==> src/rtl/bit_peel_seq_pkg.sv <==
`default_nettype none
// ============================================================================
// Module      : bit_peel_seq_pkg
// Description : Shared FSM encoding and width helpers for the bit peeler.
// Revision    : 1.0 - initial release
// ============================================================================
package bit_peel_seq_pkg;

    typedef enum logic [0:0] {
        IDLE = 1'b0,
        RUN  = 1'b1
    } state_e;

    function automatic int clog2(input int value);
        int r;
        int v;
        r = 0;
        v = value - 1;
        while (v > 0) begin
            r = r + 1;
            v = v >> 1;
        end
        return r;
    endfunction

    function automatic int idx_width(input int n);
        return (clog2(n) < 1) ? 1 : clog2(n);
    endfunction

endpackage
`default_nettype wire

==> src/rtl/bit_peel_seq_if.sv <==
`default_nettype none
// ============================================================================
// Module      : bit_peel_seq_if
// Description : Word-in / beat-out handshake bundle for the bit peeler.
// Revision    : 1.0 - initial release
// ============================================================================
interface bit_peel_seq_if #(
    parameter int N = 32
) ();
    localparam int IDXW = bit_peel_seq_pkg::idx_width(N);

    logic            in_valid;
    logic            in_ready;
    logic [N-1:0]    in_data;
    logic            in_lsb_first;
    logic            out_valid;
    logic            out_ready;
    logic [N-1:0]    out_mask;
    logic [IDXW-1:0] out_idx;
    logic            out_last;
    logic            out_zero;
    logic            busy;

    modport master (
        output in_valid, in_data, in_lsb_first, out_ready,
        input  in_ready, out_valid, out_mask, out_idx, out_last, out_zero, busy
    );

    modport slave (
        input  in_valid, in_data, in_lsb_first, out_ready,
        output in_ready, out_valid, out_mask, out_idx, out_last, out_zero, busy
    );

endinterface
`default_nettype wire

==> src/rtl/bit_peel_seq_isolate.sv <==
`default_nettype none
// ============================================================================
// Module      : bit_isolate
// Description : Combinational MSB/LSB isolator with index encode and residue.
// Revision    : 1.0 - initial release
// ============================================================================
module bit_isolate
    import bit_peel_seq_pkg::*;
#(
    parameter int N = 32
) (
    input  wire logic [N-1:0]              i_vec,
    input  wire logic                      i_lsb_first,
    output logic      [N-1:0]              o_mask,
    output logic      [idx_width(N)-1:0]   o_idx,
    output logic      [N-1:0]              o_rest
);
    localparam int             IDXW  = idx_width(N);
    localparam int             c_LOG = clog2(N);
    localparam logic [N-1:0]   c_ONE = {{(N-1){1'b0}}, 1'b1};

    logic [N-1:0] w_smear [0:c_LOG];
    logic [N-1:0] w_msb_mask;
    logic [N-1:0] w_lsb_mask;

    assign w_smear[0] = i_vec;

    // Shifts stop at 2^(clog2(N)-1), which is always below N.
    generate
        for (genvar k = 0; k < c_LOG; k++) begin : g_smear
            assign w_smear[k+1] = w_smear[k] | (w_smear[k] >> (1 << k));
        end
    endgenerate

    assign w_msb_mask = w_smear[c_LOG] & ~(w_smear[c_LOG] >> 1);
    assign w_lsb_mask = i_vec & (~i_vec + c_ONE);
    assign o_mask     = i_lsb_first ? w_lsb_mask : w_msb_mask;
    assign o_rest     = i_vec & ~o_mask;

    always_comb begin
        o_idx = '0;
        for (int i = 0; i < N; i++) begin
            if (o_mask[i]) begin
                o_idx = o_idx | IDXW'(i);
            end
        end
    end

endmodule
`default_nettype wire

==> src/rtl/bit_peel_seq.sv <==
`default_nettype none
// ============================================================================
// Module      : bit_peel_seq
// Description : Peels each set bit of a word out as one handshaked beat.
// Revision    : 1.0 - initial release
// ============================================================================
module bit_peel_seq
    import bit_peel_seq_pkg::*;
#(
    parameter int N = 32
) (
    input  wire logic        clk,
    input  wire logic        rst,
    bit_peel_seq_if.slave    bus
);
    localparam int IDXW = idx_width(N);

    state_e          r_state;
    state_e          w_state_nxt;
    logic [N-1:0]    r_residual;
    logic            r_mode;
    logic            r_zero;

    logic [N-1:0]    w_mask;
    logic [IDXW-1:0] w_idx;
    logic [N-1:0]    w_rest;
    logic            w_run;
    logic            w_last;
    logic            w_accept;
    logic            w_fire;

    bit_isolate #(.N(N)) u_isolate (
        .i_vec       (r_residual),
        .i_lsb_first (r_mode),
        .o_mask      (w_mask),
        .o_idx       (w_idx),
        .o_rest      (w_rest)
    );

    assign w_run    = (r_state == RUN);
    assign w_last   = r_zero | (w_rest == '0);
    assign w_accept = bus.in_valid & bus.in_ready;
    assign w_fire   = w_run & bus.out_ready;

    always_ff @(posedge clk) begin
        if (rst) begin
            r_state <= IDLE;
        end else begin
            r_state <= w_state_nxt;
        end
    end

    always_comb begin
        w_state_nxt      = r_state;
        bus.in_ready     = 1'b1;
        bus.out_valid    = 1'b0;
        bus.out_mask     = '0;
        bus.out_idx      = '0;
        bus.out_last     = 1'b0;
        bus.out_zero     = 1'b0;
        bus.busy         = 1'b0;
        case (r_state)
            IDLE: begin
                if (bus.in_valid) begin
                    w_state_nxt = RUN;
                end
            end
            RUN: begin
                // Ready on the last handshake lets the next word follow without a bubble.
                bus.in_ready  = w_last & bus.out_ready;
                bus.out_valid = 1'b1;
                bus.out_mask  = w_mask;
                bus.out_idx   = w_idx;
                bus.out_last  = w_last;
                bus.out_zero  = r_zero;
                bus.busy      = 1'b1;
                if (bus.out_ready && w_last && !bus.in_valid) begin
                    w_state_nxt = IDLE;
                end
            end
            default: w_state_nxt = IDLE;
        endcase
    end

    always_ff @(posedge clk) begin
        if (rst) begin
            r_residual <= '0;
            r_mode     <= 1'b0;
            r_zero     <= 1'b0;
        end else if (w_accept) begin
            r_residual <= bus.in_data;
            r_mode     <= bus.in_lsb_first;
            r_zero     <= (bus.in_data == '0);
        end else if (w_fire && !w_last) begin
            r_residual <= w_rest;
        end
    end

endmodule
`default_nettype wire

==> src/flat_wrapper.sv <==
// flat-port wrapper written by rule: the top's interface ports become plain ports
module bit_peel_seq_flat import bit_peel_seq_pkg::*;
#(
    parameter int N = 32
)
  (clk, rst, bus_in_valid, bus_in_data, bus_in_lsb_first, bus_out_ready, bus_in_ready, bus_out_valid, bus_out_mask, bus_out_idx, bus_out_last, bus_out_zero, bus_busy);
  bit_peel_seq_if #(.N(N)) bus_i ();
  input  wire logic clk;
  input  wire logic rst;
  input wire logic [$bits(bus_i.in_valid)-1:0] bus_in_valid;
  input wire logic [$bits(bus_i.in_data)-1:0] bus_in_data;
  input wire logic [$bits(bus_i.in_lsb_first)-1:0] bus_in_lsb_first;
  input wire logic [$bits(bus_i.out_ready)-1:0] bus_out_ready;
  output wire logic [$bits(bus_i.in_ready)-1:0] bus_in_ready;
  output wire logic [$bits(bus_i.out_valid)-1:0] bus_out_valid;
  output wire logic [$bits(bus_i.out_mask)-1:0] bus_out_mask;
  output wire logic [$bits(bus_i.out_idx)-1:0] bus_out_idx;
  output wire logic [$bits(bus_i.out_last)-1:0] bus_out_last;
  output wire logic [$bits(bus_i.out_zero)-1:0] bus_out_zero;
  output wire logic [$bits(bus_i.busy)-1:0] bus_busy;
  assign bus_i.in_valid = bus_in_valid;
  assign bus_i.in_data = bus_in_data;
  assign bus_i.in_lsb_first = bus_in_lsb_first;
  assign bus_i.out_ready = bus_out_ready;
  assign bus_in_ready = bus_i.in_ready;
  assign bus_out_valid = bus_i.out_valid;
  assign bus_out_mask = bus_i.out_mask;
  assign bus_out_idx = bus_i.out_idx;
  assign bus_out_last = bus_i.out_last;
  assign bus_out_zero = bus_i.out_zero;
  assign bus_busy = bus_i.busy;
  bit_peel_seq #(.N(N)) u_core (.clk(clk), .rst(rst), .bus(bus_i));
endmodule
==> config.mk <==
export PLATFORM = sky130hd
export DESIGN_NAME = bit_peel_seq_flat
export DESIGN_NICKNAME = d
export VERILOG_FILES = /design/src/rtl/bit_peel_seq_pkg.sv /design/src/rtl/bit_peel_seq_if.sv /design/src/rtl/bit_peel_seq_isolate.sv /design/src/rtl/bit_peel_seq.sv /design/src/flat_wrapper.sv
export SDC_FILE = /design/constraint.sdc
export NUM_CORES = 1
export LEC_CHECK = 0
export ABC_AREA = 1
export CAP_MARGIN = 20
export CORE_ASPECT_RATIO = 1.1
export CORE_UTILIZATION = 33
export CTS_CLUSTER_DIAMETER = 120
export CTS_CLUSTER_SIZE = 8
export DETAILED_ROUTE_END_ITERATION = 16
export GPL_ROUTABILITY_DRIVEN = 1
export RECOVER_POWER = 25
export SLEW_MARGIN = 20
export SYNTH_ARGS = -nofsm -noshare
export SYNTH_HDL_FRONTEND = slang
export SYNTH_SLANG_ARGS = --single-unit
==> constraint.sdc <==
create_clock -name clk -period 4.5 [get_ports clk]
set_clock_uncertainty 0.2 [all_clocks]
set_input_delay 0.675 -clock clk [delete_from_list [all_inputs] [get_ports clk]]
set_output_delay 0.675 -clock clk [all_outputs]
set_load 0.01 [all_outputs]
==> summary.md <==
| Metric | Value |
|---|---|
| CORE AREA | around 12000 um^2 |
| Syn nets | 841 |
| Status | finished, final reports clean |
| Critical path type | reg -> out |
| Fin. Hold Viols | 0 |
| Library cells used by synthesis | 33 |
| Ys Warns | 0 |
| Worst R2R Start | u_core.r_residual[3] |
| TritonCTS buffer count | 5 |
| Ant. Diodes | 0 |
| Synth-to-Final Area Change | 26.54% |
| 1st-iter DRT viols | 651 |
| Relative slew slack | 0.4554 |
| Initial antenna violation count | 0 |
| Critical Path End Type | primary output |
| Final wirelength | 17.89 mm |
| Worst endpoint required time | 3620 ps |
| Worst-Skew Late Latency | between 200 and 300 ps |
| Critical R2R Capture | u_core.r_residual[8] |
| Clk pwr share | 0.170 |
| Part of the power in registers | 0.171 |
| Top cells by area, synth | nand2_1 28%, dfxtp_1 17%, nor2_1 13% |
| First-pass GRT wire length | 27.86 mm |
| Post-route ant nets | 0 |
| Hold depth | 2 |
| Int Pwr | 1.038 mW |
| Die height | approximately 120 um |
| Tmin final | 4221 ps |
| Hold Startpoint | u_core.r_residual[6] |
| Post_cts resized | 0 |
| Switching share of power | 0.5382 |
| Least-Margin Pin Slew | between 800 and 900 ps |
| Die ar. | ~13000 um^2 |
| WL per Instance | 17.42 um |
| Final setup vio count | 0 |
| Root Buffer | clkbuf_16 |
| Syn avg cell area | roughly 5.0 um^2 |
| R2r worst-path depth | 19 |
| TritonCTS clock tree | yes |
| Crit share post-route | 0.9379 |
| Layout cell share with drive strength beyond 1 | 0.04789 |
| Logic pwr share | 0.658 |
| Placed Instance Area | roughly 4900 um^2 |
| Largest net degree at the start of global routing | 35 |
| Critical Path Source Type | register |
| Unrepaired setup endpoints after global routing | false |
| Reg clk slew, reported paths | approximately 60 ps |
| R2r setup slk | 560 ps |
| Number of post-CTS setup repair buffers | 0 |
| Initial core utilization | 0.3442 |
| Area leader, netlist | nand2_1 |
| Number of global-route vias before repair | 4837 |
| Final TNS setup | 0 ps |
| Peak supply drop | roughly 0.18 mV |
| Final instance area | roughly 5100 um^2 |
| Grt ovf | 0 |
| Max Fclk | 236.9 MHz |
| #FFs+latches synth | 35 |
| IO buf count | 78 |
| Post-CTS Hold Buffers | 0 |
| Syn Inst Count | roughly 800 |
| CP Max Fanout | 5 |
| Power Density | 441.2 nW/um^2 |
| Via/cell ratio | ~5.2 |
| GRT Total Usage | 0.2901 |
| Max Slew Vio Count | 0 |
| Drt drc | 0 |
| First drt pass iteration count | 6 |
| H-tree depth | 2 |
| Nets@finish | around 900 |
| CP arrival | approximately 3400 ps |
| Switching power of the nets | 1.210 mW |
| Sequential share of the synthesized area | 0.1740 |
| I/O pins | 79 |
| Row cnt | 41 |
| Top-area cell type share of the netlist area | 0.2750 |
| HPWL Detailed | 14.86 mm |
| Worst hold endpoint | u_core.r_residual[6] |
| Post-Syn Area | roughly 4000 um^2 |
| HP Class | reg -> reg |
| Routed via count | 5319 |
| Clock sink count | 35 |
| Gp weighted congestion | about 0.99 |
| Die Wd | roughly 110 um |
| Max-cap violations | 0 |
| P_leak | around 2.9 nW |
| Bufs on Longest Clock Path | 2 |
## power by group through the flow
stage                     Clock, mW  Sequential, mW  Combinational (mW)
final                         0.383           0.385                1.48
after detailed placement          0           0.390                1.45
after global placement            0           0.391                1.48
after global routing          0.400           0.388                1.62
after floorplan                   0           0.373               0.928
after CTS                     0.385           0.383                1.45
## critical path, stage by stage (launching register included)
cell and delay (ps):
dfxtp_1 370, nor2_2 230, nand2_1 140, nor2_2 330
nand2_1 260, o211ai_1 360, nand2_1 110, nor2_1 110
nand2_1 50, nor2_1 220, nand2_1 140, nand2_1 90
nand2_2 60, nand2_4 50, clkdlybuf4s50_1 530
## layout by cell type (no fill, tap or decap), drive strengths merged
master / count
nand2: 301
nor2: 149
inv: 112
nand3: 98
clkdlybuf4s50: 63
dfxtp: 35
nand4: 20
a21oi: 16
dlygate4sd3: 15
o21ai: 13
buf: 12
nor4: 10
clkbuf: 8
nor3: 6
and3: 3
o211ai: 3
and2: 2
a31oi: 2
o31ai: 2
o31a: 2
clkinv: 1
nand3b: 1
nor3b: 1
a32oi: 1
a41oi: 1
## flip-flops by register name, indices dropped and copies added (netlist names)
name               count
u_core.r_residual     32
u_core.r_mode          1
u_core.r_state         1
u_core.r_zero          1
## synth_stat cells, drive strengths merged
master  number
nand3b       1
nand3       98
o31ai        2
dfxtp       35
nor2       149
and2         2
a41oi        1
nand2      301
buf         19
nor3         6
nor4        10
a31oi        2
clkbuf       6
clkinv       1
nor3b        1
a32oi        1
o31a         2
a21oi       16
o211ai       3
inv        112
o21ai       13
nand4       20
and3         3
## cell type report
type / count / area, um^2
fill: 1388 / 6601
multi-input combinational: 631 / 2755
timing repair buffer: 90 / 870.8
sequential: 35 / 700.7
inverter: 113 / 424.2
tap: 150 / 187.7
clock buffer: 8 / 156.4
## logic make-up after synthesis
group / share of synthesized area
AO/OA/AOI/OAI: 0.05997
buffers and inverters: 0.1405
flip-flops: 0.1740
AND/OR/NAND/NOR: 0.6255
## worst max path at each step
| stage | from | endpoint | depth (start not counted) |
|---|---|---|---|
| 5_1_grt | u_core.r_residual[1] | bus_in_ready | 16 |
| 6_report | u_core.r_residual[3] | bus_in_ready | 14 |
| 2_1_floorplan | u_core.r_residual[27] | bus_in_ready | 17 |
| 3_3_place_gp | u_core.r_residual[3] | bus_in_ready | 14 |
| 4_1_cts | u_core.r_residual[3] | bus_in_ready | 14 |
| 3_5_place_dp | u_core.r_residual[3] | u_core.r_residual[8] | 19 |
## metrics by stage
step / hold slack (ps) / utilization / total power, mW / setup slack [ps] / instances
6_report: 310.4 / 0.4356 / 2.248 / 279.4 / 1027
4_1_cts: 302.4 / 0.4360 / 2.222 / 366.9 / 1027
3_3_place_gp: 292.4 / 0.4227 / 1.867 / 620.7 / 1019
3_5_place_dp: 293.7 / 0.4227 / 1.839 / 658.7 / 1019
5_1_grt: 342.8 / 0.4356 / 2.404 / 76.26 / 1027
2_1_floorplan: 256.4 / - / 1.302 / 1744 / 804
## per-layer routing
| layer | part of all wire | wire (um) | GRT usage |
|---|---|---|---|
| met5 | 0 | 0 | 0 |
| met1 | 0.45 | 8099 | 0.4155 |
| met3 | 0.073 | 1306 | 0.02879 |
| met4 | 0.021 | 369 | 0.07277 |
| met2 | 0.45 | 8110 | 0.4609 |
(Power assumes the default switching activity.)
